### src/rtl/hazard_info_pipe_pkg.sv
// hazard_info_pipe_pkg: shared bubble field values and Tnew width constants
package hazard_info_pipe_pkg;
  localparam int TNEW_W = 4;
  localparam int SAT_DEC_W = TNEW_W;
  localparam logic [4:0] BUBBLE_REG = 5'd0;
  localparam logic BUBBLE_RW = 1'b0;
  localparam int BUBBLE_TNEW = 0;
  localparam logic BUBBLE_VALID = 1'b0;
endpackage

### src/rtl/hazard_info_pipe_if.sv
// hazard_info_pipe_if: D-stage inputs and E/M/W hazard-info outputs
interface hazard_info_pipe_if #(
  parameter int CNT_W = 16,
  parameter int TNEW_W = 4
);
  logic stall;
  logic flush_E;
  logic [4:0] rs_D, rt_D, RegAddr_D;
  logic RegWrite_D;
  logic [TNEW_W-1:0] Tnew_D;
  logic [4:0] rs_E, rt_E, RegAddr_E;
  logic RegWrite_E;
  logic [TNEW_W-1:0] Tnew_E;
  logic [4:0] rt_M, RegAddr_M;
  logic RegWrite_M;
  logic [TNEW_W-1:0] Tnew_M;
  logic [4:0] RegAddr_W;
  logic RegWrite_W;
  logic [TNEW_W-1:0] Tnew_W;
  logic bubble_E, bubble_M, bubble_W;
  logic [CNT_W-1:0] stall_cnt;
  modport master (
    output stall, flush_E, rs_D, rt_D, RegAddr_D, RegWrite_D, Tnew_D,
    input rs_E, rt_E, RegAddr_E, RegWrite_E, Tnew_E, rt_M, RegAddr_M, RegWrite_M, Tnew_M,
    input RegAddr_W, RegWrite_W, Tnew_W, bubble_E, bubble_M, bubble_W, stall_cnt
  );
  modport slave (
    input stall, flush_E, rs_D, rt_D, RegAddr_D, RegWrite_D, Tnew_D,
    output rs_E, rt_E, RegAddr_E, RegWrite_E, Tnew_E, rt_M, RegAddr_M, RegWrite_M, Tnew_M,
    output RegAddr_W, RegWrite_W, Tnew_W, bubble_E, bubble_M, bubble_W, stall_cnt
  );
endinterface

### src/rtl/hazard_info_pipe_stage_reg.sv
// hazard_stage_reg: one pipeline stage of hazard info with bubble insert and optional Tnew decrement
module hazard_stage_reg #(
  parameter int TNEW_W = 4,
  parameter bit DEC = 1'b0
) (
  input  logic              clk,
  input  logic              rst_n,
  input  logic              kill_i,
  input  logic              valid_i,
  input  logic [4:0]        rs_i,
  input  logic [4:0]        rt_i,
  input  logic [4:0]        addr_i,
  input  logic              rw_i,
  input  logic [TNEW_W-1:0] tnew_i,
  output logic [4:0]        rs_o,
  output logic [4:0]        rt_o,
  output logic [4:0]        addr_o,
  output logic              rw_o,
  output logic [TNEW_W-1:0] tnew_o,
  output logic              bubble_o
);
  import hazard_info_pipe_pkg::*;
  logic [4:0] rs_q, rs_d, rt_q, rt_d, addr_q, addr_d;
  logic rw_q, rw_d, valid_q, valid_d;
  logic [TNEW_W-1:0] tnew_q, tnew_d, tnew_dec;
  // select bubble or upstream fields; downstream stages saturate Tnew toward zero
  always_comb begin
    tnew_dec = (DEC && tnew_i != '0) ? tnew_i - 1'b1 : tnew_i;
    rs_d = kill_i ? BUBBLE_REG : rs_i;
    rt_d = kill_i ? BUBBLE_REG : rt_i;
    addr_d = kill_i ? BUBBLE_REG : addr_i;
    rw_d = kill_i ? BUBBLE_RW : rw_i;
    tnew_d = kill_i ? TNEW_W'(BUBBLE_TNEW) : tnew_dec;
    valid_d = kill_i ? BUBBLE_VALID : valid_i;
  end
  // stage register; reset clears everything, so the stage reads as a bubble
  always_ff @(posedge clk or negedge rst_n) begin
    if (!rst_n) begin
      rs_q <= '0;
      rt_q <= '0;
      addr_q <= '0;
      rw_q <= 1'b0;
      tnew_q <= '0;
      valid_q <= 1'b0;
    end else begin
      rs_q <= rs_d;
      rt_q <= rt_d;
      addr_q <= addr_d;
      rw_q <= rw_d;
      tnew_q <= tnew_d;
      valid_q <= valid_d;
    end
  end
  assign rs_o = rs_q;
  assign rt_o = rt_q;
  assign addr_o = addr_q;
  assign rw_o = rw_q;
  assign tnew_o = tnew_q;
  assign bubble_o = ~valid_q;
endmodule

### src/rtl/hazard_info_pipe.sv
// hazard_info_pipe: E/M/W hazard-info pipeline with stall/flush bubbles and saturating stall counter
module hazard_info_pipe #(
  parameter int CNT_W = 16,
  parameter int TNEW_W = hazard_info_pipe_pkg::TNEW_W
) (
  input logic clk,
  input logic reset,
  hazard_info_pipe_if.slave bus
);
  logic kill_e, rw_norm;
  logic [4:0] unused_rs_m, unused_rs_w, unused_rt_w;
  logic [CNT_W-1:0] cnt_q, cnt_d;
  assign kill_e = bus.stall | bus.flush_E;
  assign rw_norm = bus.RegWrite_D & (bus.RegAddr_D != 5'd0);
  hazard_stage_reg #(.TNEW_W(TNEW_W), .DEC(1'b0)) u_e (
    .clk(clk), .rst_n(reset), .kill_i(kill_e), .valid_i(1'b1),
    .rs_i(bus.rs_D), .rt_i(bus.rt_D), .addr_i(bus.RegAddr_D), .rw_i(rw_norm), .tnew_i(bus.Tnew_D),
    .rs_o(bus.rs_E), .rt_o(bus.rt_E), .addr_o(bus.RegAddr_E), .rw_o(bus.RegWrite_E),
    .tnew_o(bus.Tnew_E), .bubble_o(bus.bubble_E)
  );
  hazard_stage_reg #(.TNEW_W(TNEW_W), .DEC(1'b1)) u_m (
    .clk(clk), .rst_n(reset), .kill_i(1'b0), .valid_i(~bus.bubble_E),
    .rs_i(bus.rs_E), .rt_i(bus.rt_E), .addr_i(bus.RegAddr_E), .rw_i(bus.RegWrite_E), .tnew_i(bus.Tnew_E),
    .rs_o(unused_rs_m), .rt_o(bus.rt_M), .addr_o(bus.RegAddr_M), .rw_o(bus.RegWrite_M),
    .tnew_o(bus.Tnew_M), .bubble_o(bus.bubble_M)
  );
  hazard_stage_reg #(.TNEW_W(TNEW_W), .DEC(1'b1)) u_w (
    .clk(clk), .rst_n(reset), .kill_i(1'b0), .valid_i(~bus.bubble_M),
    .rs_i(unused_rs_m), .rt_i(bus.rt_M), .addr_i(bus.RegAddr_M), .rw_i(bus.RegWrite_M), .tnew_i(bus.Tnew_M),
    .rs_o(unused_rs_w), .rt_o(unused_rt_w), .addr_o(bus.RegAddr_W), .rw_o(bus.RegWrite_W),
    .tnew_o(bus.Tnew_W), .bubble_o(bus.bubble_W)
  );
  // count stalled cycles, holding at all-ones
  always_comb cnt_d = (bus.stall && !(&cnt_q)) ? cnt_q + 1'b1 : cnt_q;
  // stall counter register
  always_ff @(posedge clk or negedge reset) begin
    if (!reset) cnt_q <= '0;
    else cnt_q <= cnt_d;
  end
  assign bus.stall_cnt = cnt_q;
endmodule

### src/flat_wrapper.sv
// flat-port wrapper written by rule: the top's interface ports become plain ports
module hazard_info_pipe_flat 
#(
  parameter int CNT_W = 16,
  parameter int TNEW_W = hazard_info_pipe_pkg::TNEW_W
)
  (clk, reset, bus_stall, bus_flush_E, bus_rs_D, bus_rt_D, bus_RegAddr_D, bus_RegWrite_D, bus_Tnew_D, bus_rs_E, bus_rt_E, bus_RegAddr_E, bus_RegWrite_E, bus_Tnew_E, bus_rt_M, bus_RegAddr_M, bus_RegWrite_M, bus_Tnew_M, bus_RegAddr_W, bus_RegWrite_W, bus_Tnew_W, bus_bubble_E, bus_bubble_M, bus_bubble_W, bus_stall_cnt);
  hazard_info_pipe_if #(.CNT_W(CNT_W), .TNEW_W(TNEW_W)) bus_i ();
  input logic clk;
  input logic reset;
  input wire logic [$bits(bus_i.stall)-1:0] bus_stall;
  input wire logic [$bits(bus_i.flush_E)-1:0] bus_flush_E;
  input wire logic [$bits(bus_i.rs_D)-1:0] bus_rs_D;
  input wire logic [$bits(bus_i.rt_D)-1:0] bus_rt_D;
  input wire logic [$bits(bus_i.RegAddr_D)-1:0] bus_RegAddr_D;
  input wire logic [$bits(bus_i.RegWrite_D)-1:0] bus_RegWrite_D;
  input wire logic [$bits(bus_i.Tnew_D)-1:0] bus_Tnew_D;
  output wire logic [$bits(bus_i.rs_E)-1:0] bus_rs_E;
  output wire logic [$bits(bus_i.rt_E)-1:0] bus_rt_E;
  output wire logic [$bits(bus_i.RegAddr_E)-1:0] bus_RegAddr_E;
  output wire logic [$bits(bus_i.RegWrite_E)-1:0] bus_RegWrite_E;
  output wire logic [$bits(bus_i.Tnew_E)-1:0] bus_Tnew_E;
  output wire logic [$bits(bus_i.rt_M)-1:0] bus_rt_M;
  output wire logic [$bits(bus_i.RegAddr_M)-1:0] bus_RegAddr_M;
  output wire logic [$bits(bus_i.RegWrite_M)-1:0] bus_RegWrite_M;
  output wire logic [$bits(bus_i.Tnew_M)-1:0] bus_Tnew_M;
  output wire logic [$bits(bus_i.RegAddr_W)-1:0] bus_RegAddr_W;
  output wire logic [$bits(bus_i.RegWrite_W)-1:0] bus_RegWrite_W;
  output wire logic [$bits(bus_i.Tnew_W)-1:0] bus_Tnew_W;
  output wire logic [$bits(bus_i.bubble_E)-1:0] bus_bubble_E;
  output wire logic [$bits(bus_i.bubble_M)-1:0] bus_bubble_M;
  output wire logic [$bits(bus_i.bubble_W)-1:0] bus_bubble_W;
  output wire logic [$bits(bus_i.stall_cnt)-1:0] bus_stall_cnt;
  assign bus_i.stall = bus_stall;
  assign bus_i.flush_E = bus_flush_E;
  assign bus_i.rs_D = bus_rs_D;
  assign bus_i.rt_D = bus_rt_D;
  assign bus_i.RegAddr_D = bus_RegAddr_D;
  assign bus_i.RegWrite_D = bus_RegWrite_D;
  assign bus_i.Tnew_D = bus_Tnew_D;
  assign bus_rs_E = bus_i.rs_E;
  assign bus_rt_E = bus_i.rt_E;
  assign bus_RegAddr_E = bus_i.RegAddr_E;
  assign bus_RegWrite_E = bus_i.RegWrite_E;
  assign bus_Tnew_E = bus_i.Tnew_E;
  assign bus_rt_M = bus_i.rt_M;
  assign bus_RegAddr_M = bus_i.RegAddr_M;
  assign bus_RegWrite_M = bus_i.RegWrite_M;
  assign bus_Tnew_M = bus_i.Tnew_M;
  assign bus_RegAddr_W = bus_i.RegAddr_W;
  assign bus_RegWrite_W = bus_i.RegWrite_W;
  assign bus_Tnew_W = bus_i.Tnew_W;
  assign bus_bubble_E = bus_i.bubble_E;
  assign bus_bubble_M = bus_i.bubble_M;
  assign bus_bubble_W = bus_i.bubble_W;
  assign bus_stall_cnt = bus_i.stall_cnt;
  hazard_info_pipe #(.CNT_W(CNT_W), .TNEW_W(TNEW_W)) u_core (.clk(clk), .reset(reset), .bus(bus_i));
endmodule
### config.mk
export PLATFORM = sky130hd
export DESIGN_NAME = hazard_info_pipe_flat
export DESIGN_NICKNAME = d
export VERILOG_FILES = /design/src/rtl/hazard_info_pipe_pkg.sv /design/src/rtl/hazard_info_pipe_if.sv /design/src/rtl/hazard_info_pipe_stage_reg.sv /design/src/rtl/hazard_info_pipe.sv /design/src/flat_wrapper.sv
export SDC_FILE = /design/constraint.sdc
export NUM_CORES = 1
export LEC_CHECK = 0
export CORE_MARGIN = 4
export CORE_UTILIZATION = 25
export DETAILED_ROUTE_END_ITERATION = 12
export GPL_TIMING_DRIVEN = 0
export HOLD_SLACK_MARGIN = 0.15
export REMOVE_ABC_BUFFERS = 1
export SLEW_MARGIN = 20
export SYNTH_ARGS = -nofsm -noshare
export SYNTH_HDL_FRONTEND = slang
export SYNTH_SLANG_ARGS = --single-unit
### constraint.sdc
create_clock -name clk -period 1.4 [get_ports clk]
set_input_delay 0.28 -clock clk [delete_from_list [all_inputs] [get_ports clk]]
set_output_delay 0.28 -clock clk [all_outputs]
set_load 0.01 [all_outputs]
==> results.yml, run 1 <==
setup_path:
  start_kind: "flop"
  cp_max_fo: 4
  path_class: "reg -> reg"
  end_kind: "flop"
  required_ps: 1650
  arrival_ps: 1760
global_route:
  grt_busiest_layer: "met2"
  grt_max_degree: 37
  grt_usage_pct: 10.7
  antenna_found_initial: 0
  met3_usage_pct: 4.17
  grt_pass1_vias: 1801
  gr-total-overflow: 0
  grt_pass1_wl_um: 9090
  use_met1_pct: 12.3
  grt_use_met2_pct: 17.3
floorplan:
  fp-row-count: 34
  io_pins: 88
  die_h_um: 104
  start_util_pct: 26.0
  die_area_um2: 10700
  die_x_um: 104
  core_um2: 8810
logic_synthesis:
  syn_inst: 172
  yosysWarnings: 0
  yosysUniqueCellTypes: 27
  ys_ff_latch: 64
  syn_area_um2: 2290
  ys_seq_area_share_pct: 70.1
  syn_area_per_cell_um2: 13.3
sta:
  holdWs_ps: 368
  fin_crit_ps: 1510
  setup_violations: 5
  finalWorstSetupSlack_ps: -106
  rsz0062_at_grt: "true"
  drv_slew: 0
  timing.fmax_mhz: 664
  max_slew_margin_pct: 55.7
  worst_pin_slew_ps: 664
  finalCritPeriodShare_pct: 108
  finalHoldViolations: 0
  finClkSkew_ps: 6.45
flow_run:
  drv_cap: 0
cells_and_area:
  nFillCells: 852
  multi_input_area_um2: 767
  seqCellArea_um2: 1610
  final_net_count: 321
  area_growth_pct: 65.0
  final_cell_mix: "dlygate4sd2_1, dfrtp_1, buf_4"
  diodes: 0
  mostFrequentLayoutCell: "dlygate4sd2_1"
  final_core_util_pct: 42.8
  drive_gt1_share_pct: 22.8
placement:
  gp_congestion: 0.761
  numPortBuffers: 87
  dpl.hpwl_um: 3840
power:
  p_leak_nw: 1.95
  irDropWorstVdd_mv: 0.907
  p_per_area_nw_per_um2: 1350
clock_network:
  clk_pin_slew_worst_paths_ps: 70
  clock_latency_ps: 320
  root_buffer: "clkbuf_8"
  cts.sinks: 64
  cts_buffers: 9
  clk_path_buf_depth: 2
  cts_tree: "built"
  htreeDepth: 3
drt:
  drtAntennaViolNets: 0
  routedWlPerCell_um: 13.7
  drtPass1Iterations: 4
  viasPerCell: 4.30
  vias: 1745
  drt_iter0_drc: 85
  totalWireLength_um: 5580
  drc: 0
outcome:
  outcome: "complete, but fails checks"
  violations: "setup timing"
hold_path:
  hold_class: "reg -> reg"
kinds of logic after synthesis:
group | synth area share, %
AO/OA/AOI/OAI | 3.56
XOR/XNOR | 4.60
adder cells (fa/ha/maj) | 1.64
buffers and inverters | 1.97
flip-flops | 70.1
multiplexers | 1.37
AND/OR/NAND/NOR | 16.8
through the flow:
step	setup TNS, ps	power, W	instance area, um2	worst slack [ps]	instances
floorplan	-254	0.00258	2280	-181	170
global placement	-149990	0.00313	3280	-2080	365
detailed placement	-18560	0.00316	3300	-720	366
CTS	-109	0.00510	3660	-65.7	399
global route	-1110	0.00537	3770	-174	406
finish	-279	0.00509	3770	-106	406
sequential cells by signal (all words and copies together), names as in the netlist:
register / cells
u_core.u_w.valid_q: 1
u_core.u_m.rt_o: 5
u_core.u_e.rw_o: 1
u_core.u_e.tnew_o: 4
u_core.u_m.addr_o: 5
u_core.u_w.addr_o: 5
u_core.bus.stall_cnt: 16
u_core.u_e.rt_o: 5
u_core.u_w.rw_o: 1
u_core.u_w.tnew_o: 4
u_core.u_m.tnew_o: 4
u_core.u_e.rs_o: 5
u_core.u_e.valid_q: 1
u_core.u_m.rw_o: 1
u_core.u_e.addr_o: 5
u_core.u_m.valid_q: 1
Yosys cell counts:
| master | instances | share of area, % |
|---|---|---|
| a21o_1 | 2 | 0.66 |
| a21oi_1 | 3 | 0.66 |
| a31oi_1 | 1 | 0.27 |
| and2_1 | 21 | 5.7 |
| and3_1 | 1 | 0.27 |
| and3_2 | 1 | 0.33 |
| and4_1 | 3 | 1.1 |
| and4_2 | 1 | 0.44 |
| clkbuf_1 | 2 | 0.33 |
| dfrtp_1 | 64 | 70 |
| ha_1 | 3 | 1.6 |
| inv_1 | 10 | 1.6 |
| mux2_2 | 1 | 0.49 |
| mux2i_1 | 2 | 0.88 |
| nand2_1 | 5 | 0.82 |
| nand3_1 | 15 | 3.3 |
| nand4_1 | 4 | 1.1 |
| nor2_1 | 3 | 0.49 |
| nor3_1 | 5 | 1.1 |
| nor3b_1 | 3 | 0.99 |
| nor3b_2 | 1 | 0.55 |
| o21a_1 | 2 | 0.66 |
| o21ai_0 | 4 | 0.88 |
| o311a_1 | 1 | 0.44 |
| or3_1 | 2 | 0.55 |
| xnor2_1 | 9 | 3.4 |
| xor2_1 | 3 | 1.1 |
path summary, 6_finish.rpt:
kind | from | endpoint | slack (ps) | depth (start not counted)
worst min register to register | u_core.u_e.addr_o[0] | u_core.u_m.addr_o[0] | 370 | 0
worst max-delay path | u_core.bus.stall_cnt[1] | u_core.bus.stall_cnt[11] | -110 | 5
max in group asynchronous | reset | u_core.bus.stall_cnt[2] | 450 | 3
worst min-delay path | u_core.u_e.addr_o[0] | u_core.u_m.addr_o[0] | 370 | 0
min in group asynchronous | reset | u_core.u_e.tnew_o[1] | 420 | 2
worst max register to register | u_core.bus.stall_cnt[1] | u_core.bus.stall_cnt[11] | -110 | 5
area by class of cell:
class	instances	share of cell area, %
Sequential cell	64	42.6
Timing Repair Buffer	113	26.7
Tap cell	108	3.58
Clock buffer	12	4.11
Multi-Input combinational cell	96	20.3
Clock inverter	3	1.73
Inverter	10	0.995
report_power, final:
part           internal, W  total (W)  switching [W]
Sequential         0.00204    0.00218       0.000140
Combinational     0.000622    0.00115       0.000532
Clock              0.00109    0.00175       0.000666
per-layer routing:
metal	up-vias	part of all wire, %
li1	823	-
met1	853	41
met2	57	49
met3	12	7.5
met4	0	2.4
met5	-	0
timing repair:
| action | 4_1_cts | 5_1_grt |
|---|---|---|
| hold endpoints to repair | 28 | 0 |
| buffers inserted | 17 | 7 |
| hold buffers | 1 | 0 |
| resized for setup | 89 | 13 |
| pin swaps | 8 | 7 |
| setup endpoints to repair | 100 | 18 |
critical path, cell delays in order (launching register included):
cell and delay [ps]:
dfrtp_1 420, buf_4 160, nand3_4 90, or3_4 410, nor3b_2 200, xor2_1 160
No activity file was read; power rests on OpenSTA's default activity.
==> run 2, diff against run 1 <==
--- a/config.mk
+++ b/config.mk
@@ -5,8 +5,9 @@
 export SDC_FILE = /design/constraint.sdc
 export NUM_CORES = 1
 export LEC_CHECK = 0
+export CAP_MARGIN = 30
 export CORE_MARGIN = 4
-export CORE_UTILIZATION = 25
+export CORE_UTILIZATION = 31
 export DETAILED_ROUTE_END_ITERATION = 12
 export GPL_TIMING_DRIVEN = 0
 export HOLD_SLACK_MARGIN = 0.15
==> run 2 against run 1 <==
  * The run still ends with setup timing left
  * Routed wire length down 6.7%
  * Worst setup slack gained 0.73 ps
  * Fmax about the same
  * Clock-buffer cell count shrank 2
  * Combinational power about the same
  * Via count barely moved
  * Utilization rose by 8.1 points
  * Cell count down 3.9%
  * Total power decreased by 6.3%
  * Sequential share of layout area up 1.1 points
==> results.yml, run 2 (synthesis results as in run 1) <==
outcome:
  outcome: "complete, but fails checks"
  violations: "setup timing"
setup_path:
  arrival_ps: 1720
  end_kind: "flop"
  cp_max_fo: 4
  required_ps: 1610
  start_kind: "flop"
  critPathMaxStageDelay_ps: 420
  crit_path_top_delay_cell: "dfrtp_1"
  path_class: "reg -> reg"
  path_cells: "ha_4, and4_4, nand4_1, nand2_2, mux2_4"
global_route:
  grt_max_degree: 42
  antenna_found_initial: 0
  gr-total-overflow: 0
  grt_usage_pct: 12.8
  grt_pass1_wl_um: 8460
  grt_pass1_vias: 1783
sta:
  fin_setup_tns_ps: -290
  finalHoldViolations: 0
  setup_violations: 5
  drv_slew: 0
  fin_crit_ps: 1500
  timing.fmax_mhz: 664
  worst_pin_slew_ps: 431
  finClkSkew_ps: 7.54
  rsz0062_at_grt: "true"
  max_slew_margin_pct: 71.2
  finalWorstSetupSlack_ps: -105
  finalCritPeriodShare_pct: 107
  holdWs_ps: 370
cells_and_area:
  drive_gt1_share_pct: 20.6
  nFillCells: 678
  final_cells: 390
  area_growth_pct: 60.6
  final_core_util_pct: 50.9
  final_net_count: 315
  largest_reg_flops: 16
  diodes: 0
  mostFrequentLayoutCell: "dlygate4sd2_1"
  final_cell_mix: "dlygate4sd2_1, dfrtp_1, and2_1, clkdlybuf4s50_1, buf_4"
drt:
  drtAntennaViolNets: 0
  viasPerCell: 4.48
  drtPass1Iterations: 4
  routedWlPerCell_um: 13.3
  drt_iter0_drc: 48
  vias: 1746
  totalWireLength_um: 5200
  drc: 0
clock_network:
  cts_buffers: 9
  htreeDepth: 3
  clock_latency_ps: 330
  clk_pin_slew_worst_paths_ps: 70
  cts.sinks: 64
  cts_tree: "built"
  clk_path_buf_depth: 2
  root_buffer: "clkbuf_8"
power:
  p_leak_nw: 1.90
  irDropWorstVdd_mv: 0.650
  p_per_area_nw_per_um2: 1300
placement:
  gp_congestion: 0.802
  dp_cells: 357
  dpl.hpwl_um: 3500
  numPortBuffers: 87
floorplan:
  io_pins: 88
  die_h_um: 93.9
  start_util_pct: 31.7
  die_x_um: 93.9
  fp-row-count: 31
  core_um2: 7210
  die_area_um2: 8810
flow_run:
  drv_cap: 0
hold_path:
  hold_class: "reg -> reg"
run 2: cell count changes in the layout (fill, tap and decap cells not counted), sizes merged:
cell         change
buf              -8
clkinvlp         +1
clkinv           +1
dlygate4sd2      +1
clkbuf           -1
bufinv           -1
run 2: metal layers:
layer	vias up	share of wire (%)	track usage [%]
met1	859	40	14.6
met2	66	46	18.3
li1	817	-	-
met5	-	0	0
met3	4	14	8.41
met4	0	0.81	6.14
run 2: repair_timing:
item / 4_1_cts / 5_1_grt
gates resized for setup: 83 / 16
setup endpoints to repair: 97 / 20
pin swaps: 9 / 10
buffers inserted: 14 / 4
endpoints found under the hold margin: 23 / 0
hold buffers: 1 / 0
run 2: through the flow:
step                      power, W  cell area, um2  setup WS, ps
after floorplan            0.00258            2280          -181
after detailed placement   0.00314            3290          -600
after CTS                  0.00469            3580          -128
after global routing       0.00508            3670          -182
final                      0.00477            3670          -105
after global placement     0.00313            3270         -2110
run 2: path summary, 6_finish.rpt:
path / from / slack [ps] / to / depth (start not counted)
worst max-delay path: u_core.bus.stall_cnt[0] / -100 / u_core.bus.stall_cnt[1] / 5
worst min-delay path: u_core.u_e.rt_o[1] / 370 / u_core.u_m.rt_o[1] / 0
worst max register to register: u_core.bus.stall_cnt[0] / -100 / u_core.bus.stall_cnt[1] / 5
worst min register to register: u_core.u_e.rt_o[1] / 370 / u_core.u_m.rt_o[1] / 0
max in group asynchronous: reset / 480 / u_core.u_m.addr_o[2] / 3
min in group asynchronous: reset / 410 / u_core.u_w.tnew_o[1] / 2
run 2: final cells by class:
class	count	area, um2	share of cell area [%]
clock inverter	4	47.5	1.29
timing repair buffer	107	948	25.8
sequential	64	1600	43.7
clock buffer	10	128	3.48
tap	99	124	3.37
inverter	10	37.5	1.02
multi-input combinational	96	783	21.3
run 2: worst max-delay path: cells and delay by family, from the launching register on:
kind	cells	cell delay, ps
fa+ha+maj	1	170
simple gates	3	510
flops	1	420
mux	1	300
run 2: power by group:
part / leakage, nW / internal [W] / switching [W] / total, W
combinational: 0.963 / 0.000615 / 0.000518 / 0.00113
sequential: 0.844 / 0.00204 / 0.000133 / 0.00217
clock: 0.0880 / 0.000797 / 0.000668 / 0.00147
total: 1.90 / 0.00345 / 0.00132 / 0.00477
